$ cat config.mk
export PLATFORM = sky130hd
export DESIGN_NAME = pe_mac_seq
export DESIGN_NICKNAME = d
export VERILOG_FILES = /design/src/rtl/pe_mac_seq.sv
export SDC_FILE = /design/constraint.sdc
export NUM_CORES = 1
export LEC_CHECK = 0
export BUFFER_PORTS_ARGS = -buffer_cell sky130_fd_sc_hd__buf_2
export CAP_MARGIN = 20
export CORE_MARGIN = 2
export CORE_UTILIZATION = 60
export CTS_CLUSTER_SIZE = 30
export DETAILED_ROUTE_END_ITERATION = 16
export GPL_TIMING_DRIVEN = 0
export HOLD_SLACK_MARGIN = 0.1
export PLACE_DENSITY_LB_ADDON = 0.08
export SYNTH_ARGS = -nofsm -noshare
export SYNTH_HDL_FRONTEND = slang
export SYNTH_SLANG_ARGS = --single-unit
$ cat constraint.sdc
create_clock -name i_clock -period 6.6 [get_ports i_clock]
set_clock_uncertainty 0.15 [all_clocks]
set_input_delay 1.32 -clock i_clock [delete_from_list [all_inputs] [get_ports i_clock]]
set_output_delay 1.32 -clock i_clock [all_outputs]
set_load 0.01 [all_outputs]
$ cat src/rtl/pe_mac_seq.sv
// pe_mac_seq: output-stationary systolic processing element.
// Signed fixed-point multiply-accumulate over a run-time run length, with
// valid-tagged operands, a saturating accumulator and registered
// pass-through of both operands to the neighbouring PEs.
module pe_mac_seq #(
  parameter int I_BITS   = 8,
  parameter int GUARD    = 2,
  parameter int MAX_K    = 16,
  parameter int LEN_BITS = $clog2(MAX_K + 1),
  parameter int ACC_BITS = 2 * I_BITS + GUARD
) (
  input  logic                i_clock,
  input  logic                i_reset,
  input  logic                i_start,
  input  logic [LEN_BITS-1:0] i_len,
  input  logic [I_BITS-1:0]   i_a,
  input  logic                i_a_valid,
  input  logic [I_BITS-1:0]   i_b,
  input  logic                i_b_valid,
  output logic [I_BITS-1:0]   o_a,
  output logic                o_a_valid,
  output logic [I_BITS-1:0]   o_b,
  output logic                o_b_valid,
  output logic [ACC_BITS-1:0] o_c,
  output logic [LEN_BITS-1:0] o_count,
  output logic                o_done,
  output logic                o_sat,
  output logic                o_err
);

  typedef enum logic [1:0] {
    ST_IDLE = 2'd0,
    ST_RUN  = 2'd1,
    ST_DONE = 2'd2
  } state_t;

  localparam logic [ACC_BITS-1:0] ACC_MAX = {1'b0, {(ACC_BITS-1){1'b1}}};
  localparam logic [ACC_BITS-1:0] ACC_MIN = {1'b1, {(ACC_BITS-1){1'b0}}};

  state_t              state_q, state_d;
  logic [ACC_BITS-1:0] acc_q, acc_d;
  logic [LEN_BITS-1:0] count_q, count_d;
  logic [LEN_BITS-1:0] len_q, len_d;
  logic                sat_q, sat_d;
  logic                err_q, err_d;
  logic                done_q, done_d;
  logic [I_BITS-1:0]   a_q, a_d;
  logic [I_BITS-1:0]   b_q, b_d;
  logic                a_valid_q, a_valid_d;
  logic                b_valid_q, b_valid_d;

  logic signed [2*I_BITS-1:0] prod_s;
  logic [ACC_BITS:0]          sum_s;
  logic                       ovf_s;
  logic [ACC_BITS-1:0]        acc_next_s;
  logic [LEN_BITS-1:0]        count_inc_s;
  logic                       beat_s;
  logic                       mismatch_s;

  // Operand pass-through: a plain one-cycle delay, independent of the FSM.
  always_comb begin
    a_d       = i_a;
    b_d       = i_b;
    a_valid_d = i_a_valid;
    b_valid_d = i_b_valid;
  end

  // Product, one-bit-wider sum and saturating clamp of the accumulator.
  always_comb begin
    prod_s      = $signed(i_a) * $signed(i_b);
    sum_s       = {acc_q[ACC_BITS-1], acc_q}
                + {{(ACC_BITS + 1 - 2*I_BITS){prod_s[2*I_BITS-1]}}, prod_s};
    ovf_s       = sum_s[ACC_BITS] ^ sum_s[ACC_BITS-1];
    count_inc_s = count_q + LEN_BITS'(1);
    beat_s      = i_a_valid & i_b_valid;
    mismatch_s  = i_a_valid ^ i_b_valid;
    if (ovf_s) begin
      acc_next_s = sum_s[ACC_BITS] ? ACC_MIN : ACC_MAX;
    end else begin
      acc_next_s = sum_s[ACC_BITS-1:0];
    end
  end

  // Run-control FSM next state and accumulator/status updates.
  always_comb begin
    state_d = state_q;
    acc_d   = acc_q;
    count_d = count_q;
    len_d   = len_q;
    sat_d   = sat_q;
    err_d   = err_q;
    if (i_start) begin
      // Start (or restart) wins over any beat presented in the same cycle.
      acc_d   = '0;
      count_d = '0;
      sat_d   = 1'b0;
      err_d   = 1'b0;
      len_d   = i_len;
      if (i_len != '0) begin
        state_d = ST_RUN;
      end else begin
        state_d = ST_DONE;
      end
    end else begin
      case (state_q)
        ST_RUN: begin
          if (beat_s) begin
            acc_d   = acc_next_s;
            count_d = count_inc_s;
            if (ovf_s) begin
              sat_d = 1'b1;
            end else begin
              sat_d = sat_q;
            end
            if (count_inc_s == len_q) begin
              state_d = ST_DONE;
            end else begin
              state_d = ST_RUN;
            end
          end else if (mismatch_s) begin
            err_d = 1'b1;
          end else begin
            state_d = ST_RUN;
          end
        end
        ST_IDLE: state_d = ST_IDLE;
        ST_DONE: state_d = ST_DONE;
        default: state_d = ST_IDLE;
      endcase
    end
    done_d = (state_d == ST_DONE);
  end

  // State, accumulator and status registers.
  always_ff @(posedge i_clock or posedge i_reset) begin
    if (i_reset) begin
      state_q <= ST_IDLE;
      acc_q   <= '0;
      count_q <= '0;
      len_q   <= '0;
      sat_q   <= 1'b0;
      err_q   <= 1'b0;
      done_q  <= 1'b0;
    end else begin
      state_q <= state_d;
      acc_q   <= acc_d;
      count_q <= count_d;
      len_q   <= len_d;
      sat_q   <= sat_d;
      err_q   <= err_d;
      done_q  <= done_d;
    end
  end

  // Forwarding registers towards the right and lower neighbours.
  always_ff @(posedge i_clock or posedge i_reset) begin
    if (i_reset) begin
      a_q       <= '0;
      b_q       <= '0;
      a_valid_q <= 1'b0;
      b_valid_q <= 1'b0;
    end else begin
      a_q       <= a_d;
      b_q       <= b_d;
      a_valid_q <= a_valid_d;
      b_valid_q <= b_valid_d;
    end
  end

  assign o_a       = a_q;
  assign o_a_valid = a_valid_q;
  assign o_b       = b_q;
  assign o_b_valid = b_valid_q;
  assign o_c       = acc_q;
  assign o_count   = count_q;
  assign o_done    = done_q;
  assign o_sat     = sat_q;
  assign o_err     = err_q;

endmodule
-- Yosys cells after proc, flatten, opt, wreduce, memory -nomap -nowiden
Index checks and enable logic that the tools add are counted.
Widths: inputs -> output; s select.
- output and inout port bits: 44
- bits in latches: 0
- ROM bits: 0
- memory bits (writable): 0
- memories kept: 0
- logic and storage cells: 52
- bits in registers: 51
- shift-type cells: 0
- multipliers: 1
- muxes and demuxes: 22
- div/mod/pow operators: 0
- equal/unequal tests: 5
- $lt $le $gt $ge: 0
- add/subtract/negate cells: 2
- bitwise operators: 3
- reductions and logical operators: 8
- operators with widths (kind ; count):
    $mux 18 ; 5
    $add 18x16->19 ; 1
    $mul 8x8->16 ; 1
    $mux 5 ; 3
    $mux 2 ; 5
    $mux 1 ; 8
    $reduce_bool 2->1 ; 4
    $reduce_and 3->1 ; 2
    $add 5x1->5 const B ; 1
    $eq 5x5->1 ; 1
    $reduce_bool 5->1 ; 1
    $eq 2x2->1 const B ; 2
    $pmux 2 s2 ; 1
    $eq 2x1->1 const B ; 1
    $ne 2x2->1 const B ; 1
    $reduce_and 2->1 ; 1
    $xor 1x1->1 ; 2
    $and 1x1->1 ; 1

-- Longest topological paths before layout
- depth after elaboration: 7
- gate-level depth with buffers: 20
- gate-level depth less buffers: 19

-- Worst setup path before layout
Ideal clock, no wire load.
- path kind: input port to flip-flop
- start point: input port i_b[0]
- end point: register acc_q[10], in the netlist o_c[10]
- path slack: 123 ps
- setup time: 88 ps
- required time: 6362 ps
- stages on the path: 17
- arrival: 6239 ps
- path buffers: 1
- cells stage by stage: and2_1 -> inv_1 -> fa_1 -> inv_1 -> fa_1 -> fa_1 -> fa_1 -> fa_1 -> ha_1 -> o21ai_0 -> o21ai_2 -> a2111oi_4 -> o21ai_2 -> a211oi_2 -> nor2_1 -> buf_6 -> a211oi_2
- longest elaborated chain between the ends: 7
- RTL lines (item ; line ; RTL):
    start, declared ; 18 ; input logic [I_BITS-1:0] i_b,
    $mul 8x8->16 (*) ; 70 ; prod_s = $signed(i_a) * $signed(i_b);
    $add 18x16->19 (*) ; 72 ; + {{(ACC_BITS + 1 - 2*I_BITS){prod_s[2*I_BITS-1]}}, prod_s};
    $mux 18 or $xor 1x1->1 (tied branches) ; 78, 73 ;
    $mux 18 (*) ; 77 ; if (ovf_s) begin
    $mux 18 (*) ; 107 ; if (beat_s) begin
    $mux 18 (*) ; 105 ; case (state_q)
    $mux 18 (*) ; 92 ; if (i_start) begin
    end signal, assigned ; 138 ; acc_q <= '0;
    end signal, assigned ; 146 ; acc_q <= acc_d;
    end, declared ; 41 ; logic [ACC_BITS-1:0] acc_q, acc_d;
Mark *: on every way between the ends. The rest lies on a longest branch, timed or not. The select of a mux whose other input is x is not followed.
A chain may end at the register's enable or synchronous reset.

-- Final worst setup path
- start point: input port i_b[7]
- end point: register acc_q[16], in the netlist o_c[16]
Same word-level chain as after synthesis.

==> flow_summary_export.csv <==
group,metric,value,unit
timing,slew_violations,0,
timing,worst_slew_pin_slew,0.686,ns
synth,synthesis.nets,696,
placed_design,placedCellCount,718,
global_routing,pin_count_of_the_biggest_net_entering_global_routing,38,
synth,syn_area,0.00553,sq mm
final_layout,n_antenna_cell,0,
final_layout,fraction_of_layout_cells_with_a_size_suffix_above_1,17.7,%
setup_path,timing.critical_path.arrival,6.35,ns
timing,fmaxAchievable,159,MHz
route,drt_drc_violations_left,0,
route,dr_total_vias,3977,
timing,setup_viol_count_final,0,
floorplanning,row_count,35,
clock_tree,clockRootBuffer,"sky130_fd_sc_hd__clkbuf_8",
clock_tree,cts_tree,"built",
synth,postSynthRegisterBits,51,
setup_path,crit_slowest_cell,"sky130_fd_sc_hd__fa_1",
placed_design,numPortBuffers,68,
min_path,worst_hold_path_type,"reg -> reg",
setup_path,worst_path_largest_cell_delay,0.61,ns
global_routing,globalRoute.totalOverflow,0,
clock_tree,cts_inserted_buffers,5,
route,dr.pass1.iters,4,
timing,timing.max_slew.rel_slack,54.3,%
placed_design,placed_cell_area,0.00603,sq mm
timing,share_of_the_cycle_needed_by_the_critical_path_after_routing,95.0,%
global_routing,grt_antenna_before_repair,0,
route,wl_cell,15.4,um
synth,synthDistinctLibCells,47,
floorplanning,design.core.area,0.00911,sq mm
floorplanning,chipHeight,100,um
placed_design,place.detailed.hpwl,9.20,mm
final_layout,finish.utilization,67.4,%
setup_path,start_kind,"input pin",
setup_path,crit_path_cell_trace,"buf_2, clkinv_1, fa_1, inv_1, fa_1, fa_1, fa_1, fa_1, ha_1, a211oi_2, o21ai_2, a2111oi_4, o21ai_2, a211oi_2, nor2_1, buf_6, a211oi_2",
floorplanning,fp.dieW,100,um
final_layout,fillerInstances,727,
clock_tree,cts.reportedPaths.clkPinSlew,0.12,ns
floorplanning,starting_utilization_of_the_core_area,60.7,%
setup_path,cp_common_cell,"sky130_fd_sc_hd__fa_1",
timing,rsz0062_at_grt,"false",
synth,synth_flop_cell,"sky130_fd_sc_hd__dfrtp_1",
synth,synth_enable_flop_cells,0,
synth,postSynthAreaPerCell,10.3,sq um
placed_design,gp_congestion,0.901,
route,postRouteAntennaNets,0,
route,initialDrtViolationCount,143,
setup_path,timing.critical_path.required,6.67,ns
synth,syn_warnings,0,
route,via_density_per_instance,5.48,
clock_tree,cts_num_sinks,51,
final_layout,fin_area,0.00614,sq mm
final_layout,finalNonFillerCells,726,
floorplanning,dieArea,0.0100,sq mm
timing,period_minus_slack,6.27,ns
synth,seq_area_frac_synth,23.1,%
run,maxCapViolCount,0,
clock_tree,clock_path_buffers,2,
global_routing,vias_in_the_first_global_route,4249,
route,totalWireLength,11.2,mm
final_layout,layout_overhead_on_the_synthesized_area,11.1,%
setup_path,worstSetupPathType,"in -> reg",
timing,final_count_of_hold_timing_violations,0,
synth,post_synth_arst_share,100,%
timing,finalSetupTns,0,ns
clock_tree,h-tree-depth,2,
setup_path,crit_fanout,10,
floorplanning,ioPinCount,70,
synth,netlist_instances,538,
global_routing,first_pass_grt_wire_length,19.8,mm
final_layout,nets,772,
global_routing,grt_use_total,24.9,%
setup_path,setup.worst_path.end_class,"flop",
clock_tree,clock_latency,0.32,ns
status,status,"complete, no violations",
-- stage by stage --
step | hold slack [ns] | setup WS [ns]
after floorplan | 0.351 | 0.123
after global placement | 0.342 | -0.506
after detailed placement | 0.344 | -0.582
after CTS | 0.375 | 0.139
after global routing | 0.398 | 0.0407
final | 0.369 | 0.327
-- placed cells by master, fill, tap and decap left out, types with 3 or more instances in the layout --
cell	Yosys	layout
sky130_fd_sc_hd__a211oi_2	12	12
sky130_fd_sc_hd__a21o_1	3	3
sky130_fd_sc_hd__a21oi_1	24	24
sky130_fd_sc_hd__a221oi_1	6	6
sky130_fd_sc_hd__and2_1	33	31
sky130_fd_sc_hd__buf_2	0	68
sky130_fd_sc_hd__clkbuf_1	7	6
sky130_fd_sc_hd__clkbuf_8	0	5
sky130_fd_sc_hd__dfrtp_1	51	51
sky130_fd_sc_hd__fa_1	84	84
sky130_fd_sc_hd__ha_1	48	48
sky130_fd_sc_hd__inv_1	93	92
sky130_fd_sc_hd__mux2_2	4	4
sky130_fd_sc_hd__nand2_1	47	47
sky130_fd_sc_hd__nand3_1	6	6
sky130_fd_sc_hd__nor2_1	30	29
sky130_fd_sc_hd__nor2b_1	5	5
sky130_fd_sc_hd__o21ai_0	18	17
sky130_fd_sc_hd__o21ai_2	3	3
sky130_fd_sc_hd__o21bai_1	3	3
sky130_fd_sc_hd__xnor2_1	15	15
sky130_fd_sc_hd__xor2_1	8	8
-- cells by family after synthesis --
logic type / share of synthesized area (%)
multiplexers: 0.815
AO/OA/AOI/OAI: 11.6
buffers and inverters: 7.26
adder cells (fa/ha/maj): 41.3
AND/OR/NAND/NOR: 12.3
XOR/XNOR: 3.64
flip-flops: 23.1
-- routing by layer --
layer  part of all wire [%]  track usage (%)  up-vias
met4                    1.1             5.48        0
met2                     51             43.0       94
met1                     44             33.8     1999
met5                      0                0        -
li1                       -                -     1871
met3                    4.3             3.41       13
-- state kept, by name, indices dropped and copies added (netlist names) --
register and cells:
len_q 5, o_a 8, o_a_valid 1, o_b 8, o_b_valid 1, o_c 18
o_count 5, o_done 1, o_err 1, o_sat 1, state_q 2
-- cell type report --
class / instances / area, sq um / share of cell area, %
Inverter: 94 / 353 / 5.74
Clock buffer: 5 / 68.8 / 1.12
Clock inverter: 3 / 33.8 / 0.550
Multi-Input combinational cell: 383 / 3860 / 62.8
Tap cell: 111 / 139 / 2.26
Timing Repair Buffer: 70 / 368 / 5.99
Sequential cell: 51 / 1280 / 20.8
Buffer: 9 / 45.0 / 0.733
-- worst paths after layout --
check                      startpoint      end  slack [ns]  cells past startpoint
max in group asynchronous     i_reset  o_c[12]        4.99                      3
min reg2reg                     o_err    o_err        0.37                      2
max                            i_b[7]  o_c[16]        0.33                     17
max reg2reg                    o_c[4]  o_c[16]        1.22                     19
min                             o_err    o_err        0.37                      2
min in group asynchronous     i_reset   o_a[2]        0.79                      2
-- synthesized netlist by cell type, drive strengths merged, types with 4 or more instances --
master | number | area share, %
and2 | 33 | 3.7
a211oi | 14 | 3.0
ha | 48 | 11
nand3 | 6 | 0.54
inv | 93 | 6.3
mux2 | 4 | 0.81
fa | 84 | 30
dfrtp | 51 | 23
a221oi | 6 | 0.95
nand2 | 49 | 3.4
nor2b | 5 | 0.57
nor2 | 30 | 2.0
a21oi | 24 | 2.2
xnor2 | 15 | 2.4
clkbuf | 7 | 0.48
xor2 | 8 | 1.3
o21ai | 22 | 2.2
-- critical path, delay by kind of cell --
| family | cells | cell delay (ns) |
|---|---|---|
| simple gates | 1 | 0.10 |
| buf+inv | 4 | 0.56 |
| fa+ha+maj | 6 | 2.90 |
| compound gates | 6 | 1.45 |
-- repair_timing --
item	in CTS	in global routing
gates resized for setup	3	3
pin swaps	0	1
buffers inserted	0	1
endpoints found under the setup margin	18	17
hold buffers	0	0
Power is not shown: default switching activity piles up to over one toggle a cycle in this logic, so the estimate is an artifact.
